$ cat src/rtl/ofs_plat_utils_ccip_wr_bmask_merge.sv
// Write-combining merge stage for CCI-P partial line writes.
// Coalesces same-address byte-range writes into one masked write.
`timescale 1ns/1ps
module ofs_plat_utils_ccip_wr_bmask_merge #(
  parameter int ADDR_WIDTH     = 42,
  parameter int DATA_WIDTH     = 512,
  parameter int MDATA_WIDTH    = 16,
  parameter int MAX_MERGE      = 8,
  parameter int TIMEOUT_CYCLES = 16,
  localparam int NB = DATA_WIDTH / 8,
  localparam int CW = $clog2(MAX_MERGE + 1)
) (
  input  logic                   clk,
  input  logic                   reset,
  input  logic                   in_valid,
  output logic                   in_ready,
  input  logic [ADDR_WIDTH-1:0]  in_addr,
  input  logic [DATA_WIDTH-1:0]  in_data,
  input  logic                   in_byte_en,
  input  logic [5:0]             in_byte_start,
  input  logic [5:0]             in_byte_len,
  input  logic [MDATA_WIDTH-1:0] in_mdata,
  input  logic                   flush,
  output logic                   out_valid,
  input  logic                   out_ready,
  output logic [ADDR_WIDTH-1:0]  out_addr,
  output logic [DATA_WIDTH-1:0]  out_data,
  output logic [NB-1:0]          out_bmask,
  output logic [MDATA_WIDTH-1:0] out_mdata,
  output logic [CW-1:0]          out_merge_cnt
);

  localparam int IW = $clog2(TIMEOUT_CYCLES + 1);

  typedef enum logic [1:0] {
    S_EMPTY,
    S_HOLD,
    S_DRAIN
  } state_t;

  state_t                 r_state;
  state_t                 w_next;
  logic [ADDR_WIDTH-1:0]  r_addr;
  logic [DATA_WIDTH-1:0]  r_data;
  logic [NB-1:0]          r_mask;
  logic [MDATA_WIDTH-1:0] r_mdata;
  logic [CW-1:0]          r_cnt;
  logic [IW-1:0]          r_idle;

  logic [6:0]             w_sum;
  logic [6:0]             w_end;
  logic [NB-1:0]          w_req_mask;
  logic [NB-1:0]          w_merge_mask;
  logic [DATA_WIDTH-1:0]  w_merge_data;
  logic                   w_in_ready;
  logic                   w_acc;
  logic                   w_addr_hit;
  logic                   w_cnt_full;
  logic                   w_cnt_last;
  logic                   w_idle_exp;
  logic                   w_load;
  logic                   w_merge;

  // End index wraps mod 64; an end of 0 means the range runs to the line end.
  always_comb begin
    w_sum = {1'b0, in_byte_start} + {1'b0, in_byte_len};
    w_end = (w_sum[5:0] == 6'd0) ? 7'd64 : {1'b0, w_sum[5:0]};
    w_req_mask = '0;
    for (int i = 0; i < NB; i++) begin
      w_req_mask[i] = !in_byte_en ||
        ((7'(i) >= {1'b0, in_byte_start}) && (7'(i) < w_end));
    end
  end

  always_comb begin
    w_merge_data = r_data;
    for (int i = 0; i < NB; i++) begin
      if (w_req_mask[i]) begin
        w_merge_data[i*8 +: 8] = in_data[i*8 +: 8];
      end
    end
  end

  assign w_merge_mask = r_mask | w_req_mask;
  assign w_addr_hit   = (in_addr == r_addr);
  assign w_cnt_full   = (r_cnt == CW'(MAX_MERGE));
  assign w_cnt_last   = (r_cnt == CW'(MAX_MERGE - 1));
  assign w_idle_exp   = (r_idle == IW'(TIMEOUT_CYCLES - 1));

  assign w_acc   = in_valid && w_in_ready;
  assign w_merge = w_acc && (r_state == S_HOLD);
  assign w_load  = w_acc && (r_state != S_HOLD);

  // Output / handshake decode
  always_comb begin
    out_valid  = (r_state == S_DRAIN);
    w_in_ready = 1'b0;
    unique case (r_state)
      S_EMPTY: w_in_ready = 1'b1;
      S_HOLD:  w_in_ready = !flush && w_addr_hit && !w_cnt_full;
      S_DRAIN: w_in_ready = out_ready;
      default: w_in_ready = 1'b0;
    endcase
  end

  assign in_ready = w_in_ready;

  always_comb begin
    w_next = r_state;
    unique case (r_state)
      S_EMPTY: begin
        if (w_acc) begin
          w_next = (&w_req_mask) ? S_DRAIN : S_HOLD;
        end
      end
      S_HOLD: begin
        if (w_acc) begin
          if ((&w_merge_mask) || w_cnt_last) begin
            w_next = S_DRAIN;
          end
        end else if (flush || w_idle_exp ||
                     (in_valid && (!w_addr_hit || w_cnt_full))) begin
          w_next = S_DRAIN;
        end
      end
      S_DRAIN: begin
        if (out_ready) begin
          if (w_acc) begin
            w_next = (&w_req_mask) ? S_DRAIN : S_HOLD;
          end else begin
            w_next = S_EMPTY;
          end
        end
      end
      default: w_next = S_EMPTY;
    endcase
  end

  always_ff @(posedge clk) begin
    if (reset) begin
      r_state <= S_EMPTY;
      r_cnt   <= '0;
      r_idle  <= '0;
    end else begin
      r_state <= w_next;
      if (w_load) begin
        r_cnt  <= CW'(1);
        r_idle <= '0;
      end else if (w_merge) begin
        r_cnt  <= r_cnt + CW'(1);
        r_idle <= '0;
      end else if (r_state == S_HOLD && w_next == S_HOLD) begin
        r_idle <= r_idle + IW'(1);
      end else if (r_state == S_DRAIN && w_next == S_EMPTY) begin
        r_cnt  <= '0;
      end
    end
  end

  // Datapath needs no reset; contents are only observed in DRAIN.
  always_ff @(posedge clk) begin
    if (w_load) begin
      r_addr  <= in_addr;
      r_data  <= in_data;
      r_mask  <= w_req_mask;
      r_mdata <= in_mdata;
    end else if (w_merge) begin
      r_data  <= w_merge_data;
      r_mask  <= w_merge_mask;
      r_mdata <= in_mdata;
    end
  end

  assign out_addr      = r_addr;
  assign out_data      = r_data;
  assign out_bmask     = r_mask;
  assign out_mdata     = r_mdata;
  assign out_merge_cnt = r_cnt;

  a_len_zero: assert property (
    @(posedge clk) disable iff (reset)
      !(in_valid && in_byte_en && (in_byte_len == 6'd0))
  ) else $error("partial write with zero byte length");

endmodule

$ cat config.mk
export PLATFORM = sky130hd
export DESIGN_NAME = ofs_plat_utils_ccip_wr_bmask_merge
export DESIGN_NICKNAME = d
export VERILOG_FILES = /design/src/rtl/ofs_plat_utils_ccip_wr_bmask_merge.sv
export SDC_FILE = /design/constraint.sdc
export NUM_CORES = 1
export LEC_CHECK = 0
export CAP_MARGIN = 5
export CORE_AREA = 2 2 472 474
export DETAILED_ROUTE_END_ITERATION = 7
export DIE_AREA = 0 0 474 476
export HOLD_SLACK_MARGIN = 0.03
export MAX_ROUTING_LAYER = met4
export SLEW_MARGIN = 20
export SYNTH_ARGS = -nofsm -noshare
export SYNTH_HDL_FRONTEND = slang
export SYNTH_SLANG_ARGS = --single-unit
export TNS_END_PERCENT = 20
$ cat constraint.sdc
create_clock -name clk -period 14.6 [get_ports clk]
set_clock_uncertainty 0.05 [all_clocks]
set_input_delay 2.92 -clock clk [delete_from_list [all_inputs] [get_ports clk]]
set_output_delay 2.92 -clock clk [all_outputs]
set_load 0.05 [all_outputs]
## Yosys cells after proc, flatten, opt, wreduce, memory -nomap -nowiden

Cells that the tools add are included.

| storage, ports and cells | value |
|---|---|
| bits in registers | 645 |
| output and inout port bits | 640 |
| logic and storage cells | 579 |

| operators by class | value |
|---|---|
| reductions and logical operators | 283 |
| $lt $le $gt $ge | 127 |
| mux-type cells | 84 |
| equal/unequal tests | 10 |
| bitwise logic cells | 1 |
| add/sub/neg operators | 3 |

Operators with widths:

| operator | number |
|---|---|
| 2-to-1 mux 512 bit | 2 |
| 2-to-1 mux 8 bit | 64 |
| less-than comparator 6 x 7 -> 1 bit (first input constant) | 32 |
| greater-or-equal comparator 6 bit (first input constant) | 31 |
| AND reduction 2 bit | 66 |
| nonzero test 2 bit | 66 |
| 2-to-1 mux 64 bit | 2 |
| AND reduction 64 bit | 2 |
| less-than comparator 5 x 7 -> 1 bit (first input constant) | 16 |
| greater-or-equal comparator 5 x 6 -> 1 bit (first input constant) | 16 |
| logical AND 1 bit | 71 |
| logical OR 1 bit | 68 |
| OR 64 bit | 1 |
| less-than comparator 4 x 7 -> 1 bit (first input constant) | 8 |
| greater-or-equal comparator 4 x 6 -> 1 bit (first input constant) | 8 |
| == test 42 bit | 1 |
| 2-to-1 mux 16 bit | 2 |
| less-than comparator 3 x 7 -> 1 bit (first input constant) | 4 |
| greater-or-equal comparator 3 x 6 -> 1 bit (first input constant) | 4 |
| less-than comparator 1 x 7 -> 1 bit (first input constant) | 2 |
| less-than comparator 2 x 7 -> 1 bit (first input constant) | 2 |
| 2-to-1 mux 2 bit | 7 |
| greater-or-equal comparator 1 x 6 -> 1 bit (first input constant) | 2 |
| greater-or-equal comparator 2 x 6 -> 1 bit (first input constant) | 2 |
| 22 further kinds | 29 |

## Logic depth before layout (Yosys ltp)

| depth | value |
|---|---|
| depth in word-level cells | 18 |
| gate-level depth with buffers | 16 |
| depth with buffers taken out | 15 |

## Worst setup path before layout

No wires, ideal clock.

| timing path | value |
|---|---|
| kind | input-to-reg |
| start point | in in_addr[38] |
| end point | reg r_mask[18], in the netlist out_bmask[18], data pin |
| slack | 6.370 ns |
| stages | 12 |
| data required time | 14.221 ns |
| arrival | 7.851 ns |
| cells stage by stage | xnor2_1 -> nand4_1 -> nor4_1 -> nand3_1 -> o21ai_0 -> and2_1 -> nand2_1 -> inv_1 -> nand2_1 -> inv_1 -> clkbuf_1 -> o211ai_1 |

| on the way | value |
|---|---|
| cells in the longest elaborated chain, start to end | 7 |

RTL lines:

| element | RTL line | text |
|---|---|---|
| start: declaration | 17 | `input logic [ADDR_WIDTH-1:0] in_addr,` |
| == test 42 bit | 85 | `assign w_addr_hit = (in_addr == r_addr);` |
| logical AND 1 bit (2 in series) | 100 | `S_HOLD: w_in_ready = !flush && w_addr_hit && !w_cnt_full;` |
| case mux 1 bit (3 select lines) | 98 | `unique case (r_state)` |
| named net in_ready | 16 | `output logic in_ready,` |
| logical AND 1 bit | 90 | `assign w_acc = in_valid && w_in_ready;` |
| logical AND 1 bit | 92 | `assign w_load = w_acc && (r_state != S_HOLD);` |
| named net w_load | 61 | `logic w_load;` |
| 2-to-1 mux 64 bit | 162 | `if (w_load) begin` |
| end signal: assignment | 165 | `r_mask <= w_req_mask;` |
| end signal: assignment | 169 | `r_mask <= w_merge_mask;` |
| end: declaration | 45 | `logic [NB-1:0] r_mask;` |

The timed path passes the listed nets, and every way through them passes these cells.
A chain may end at the register's enable or synchronous reset.

## Worst setup path after layout

| timing path | value |
|---|---|
| start point | in in_addr[37] |
| end point | out in_ready |

| on the way | value |
|---|---|
| cells in the longest elaborated chain, start to end | 4 |

RTL lines:

| element | RTL line |
|---|---|
| == test 42 bit | 85 |
| logical AND 1 bit (2 in series) | 100 |
| case mux 1 bit (3 select lines) | 98 |
| end: declaration | 16 |

Every way passes these cells.

==> results.md <==
* Hpwl dp at 174000 um
* Die width at 474 um
* Yosys reg bits at 645
* All-Layer GR Usage at 0.175
* CTS resizes at 0
* Reg power frac at 0.375
* Clock-pin slew on the worst setup and hold paths at 0.05 ns
* Setup TNS at 0 ns
* Final instance area at 42800 um2
* Yosys cell types at 74
* DRC viols at 0
* Clk pwr share at 0.380
* CORE AREA at 221000 um2
* Slowest cell on the critical path: clkdlybuf4s50_1
* Slew of the pin with the lowest slew margin at 1.16 ns
* PortBufs at 1227
* Largest net degree at the start of global routing at 62
* Setup repair bufs after CTS at 0
* Achievable frequency at 112 MHz
* Die Height at 476 um
* Sw Share at 0.341
* Top FF cell, synth: edfxtp_1
* Syn Area/Cell at 17.8 um2
* Multi-input combinational cell area at 3800 um2
* Peak supply drop at 0.000110 V
* Fin. Hold Viols at 0
* Internal power at 4.02 mW
* Final worst-path cycle share at 0.609
* Syn nets at 1907
* Placed Area at 39600 um2
* Root Driver: clkbuf_16
* Post-Syn Area at 23300 um2
* Max stage delay on crit path at 0.88 ns
* Final Non-Filler Cells at 5717
* Max-cap violations at 0
* Sequence of cells on the critical path: clkdlybuf4s50_1 > xnor2_1 > nand4_1 > nor4_1 > nand3_1 > o21ai_0 > and2_1 > clkdlybuf4s50_1
* Critical path class: in2out
* Routed wire per std cell at 34.9 um
* Run status: finished, final reports clean
* Time the worst path needs with I/O delays and setup at 8.89 ns
* Initial Util at 0.106
* Global route overflow at 0
* Max-slew headroom at 0.229
* TritonCTS Buffers at 90
* Number of cell rows at 173
* I/O pin count at 1228
* Setup crit start kind: input port
* Layout cell share with drive strength beyond 1 at 0.0897
* Initial antenna violation count at 154
* Register area at 19300 um2
* CTS max path bufs at 3
* Placed cells at 5518
* Final ANT Viol Nets at 0
* Asr flop ratio synth at 0
* Pwr Density at 143 nW/um2
* Critical path peak fanout at 2
* Final Slew Violations at 0
* Vias at 18900
* Endpoints failing setup at 0
* NetSw at 2.08 mW
* Worst setup EP type: output pin
* H-tree depth at 3
* Total Die Area at 226000 um2
* Sequential fraction of the synthesis area at 0.826
* Number of enable flip-flop cells after synthesis at 634
* HP Class: reg2reg
* Layout Nets at 3233
* Drt first-iter violations at 1003
* First-pass DRT Iterations at 5
* Data required, critical path at 11.63 ns
* Power share of the combinational group at 0.244
* Unrepaired setup endpoints after global routing: no
* Area growth syn-to-layout at 83.4%
* Quantity of hold-fixing buffers added after cts at 0
* Number of global-route vias before repair at 19200
* Static Leak at 14.1 nW
* First-pass GRT wire length at 237000 um
* Clock sink total at 645
* GPL Wtd Cong at 0.896
* Clk Latency, worst-skew pair at 0.74 ns
* Syn. warnings at 0
* Detailed-route wire length at 200000 um
* TritonCTS clock tree: done
* Number of vias per cell at 3.30
* Arrival time worst endpoint at 5.92 ns
* Syn Inst Count at 1309
* Critical path's most frequent cell: clkdlybuf4s50_1
* Number of fillers in the final layout at 23900
==> power by group through the flow <==
stage                     logic [mW]  clock network, mW  registers, mW
after global routing            1.56               2.45           2.30
after floorplan                0.218                  0           2.80
after detailed placement        1.51                  0           2.33
after CTS                       1.51               2.40           2.29
after global placement          1.51                  0           2.32
final                           1.49               2.32           2.29
==> path summary, 6_finish.rpt <==
kind | start | to | slack, ns | depth (start not counted)
max | in_addr[37] | in_ready | 5.71 | 8
min | r_idle[4]$_SDFFE_PP0N_ | r_idle[4]$_SDFFE_PP0N_ | 0.41 | 2
max reg2reg | out_merge_cnt[0]$_SDFFE_PP0P_ | out_addr[18]$_DFFE_PP_ | 9.76 | 14
min reg2reg | r_idle[4]$_SDFFE_PP0N_ | r_idle[4]$_SDFFE_PP0N_ | 0.41 | 2
==> layout make-up <==
class | instances | area share
tap | 2975 | 0.0870
sequential | 645 | 0.450
clock inverter | 59 | 0.0161
antenna | 32 | 0.00187
clock buffer | 108 | 0.0552
multi-input combinational | 575 | 0.0889
inverter | 40 | 0.00360
timing repair buffer | 1283 | 0.297
==> cells by family after synthesis <==
family	synth area share
DFF	0.826
buffers and inverters	0.0146
and+or+nand+nor	0.0501
AOI/OAI and AO/OA	0.0813
adders and majority gates	0.00569
muxes	0.000429
xor gates and xnor gates	0.0219
==> placed cells by master (no fill, tap or decap), types with 4 or more instances in the layout <==
master              n
dfxtp_1            11
nor2b_1            11
nand4_1            18
edfxtp_1          634
buf_4              57
o21ai_0            35
or3_1               6
nand2_1            71
a32oi_1             8
a31oi_1             5
a21oi_2            21
bufinv_16          10
clkdlybuf4s50_1  1226
nand3_1            33
ha_1                9
a21o_1             17
nor3_1              9
inv_6               8
nor2_1             44
o211ai_1           49
clkinv_1           14
clkbuf_16          92
o221ai_1           16
xnor2_1            43
o21a_1              4
clkinv_4            6
nor4_1              5
nand3b_1            7
clkinvlp_4          7
o22ai_1             6
a22oi_1             4
clkinv_2           10
o21ai_1             4
nand2b_1           10
a21oi_1            66
clkbuf_1           16
diode_2            32
inv_1              38
==> through the flow <==
stage	total power, mW	hold WS, ns	util	setup WS [ns]
after CTS	6.20	0.408	0.193	5.66
after floorplan	3.02	0.386	-	6.37
after detailed placement	3.84	0.400	0.179	5.66
after global routing	6.31	0.444	0.194	5.56
after global placement	3.84	0.399	0.179	5.61
final	6.10	0.406	0.194	5.71
==> per-layer routing <==
| layer | share of wire | global-route usage |
|---|---|---|
| met1 | 0.32 | 0.156 |
| met2 | 0.47 | 0.287 |
| met3 | 0.17 | 0.136 |
| met4 | 0.032 | 0.0485 |
| met5 | 0 | - |
==> critical path, delay by kind of cell <==
| kind | cells | cell delay, ns |
|---|---|---|
| xor+xnor | 1 | 0.13 |
| compound gates | 1 | 0.23 |
| buf+inv | 2 | 1.39 |
| simple gates | 4 | 1.24 |
==> sequential cells by signal, indices dropped and copies added (netlist names) <==
| register | flops |
|---|---|
| out_addr | 42 |
| out_merge_cnt | 4 |
| r_idle | 5 |
| out_bmask | 64 |
| out_mdata | 16 |
| out_data | 512 |
| r_state | 2 |
==> Yosys cell counts (16+ instances only) <==
library cell,instances,share of area
a21o_1,17,0.0055
a21oi_1,85,0.018
clkbuf_1,40,0.0064
edfxtp_1,634,0.82
inv_1,40,0.0064
nand2_1,72,0.012
nand3_1,33,0.0071
nand4_1,18,0.0048
nor2_1,44,0.0071
o211ai_1,49,0.016
o21ai_0,35,0.0075
o221ai_1,16,0.0060
xnor2_1,43,0.016
Power figures use the tool's default switching activity.
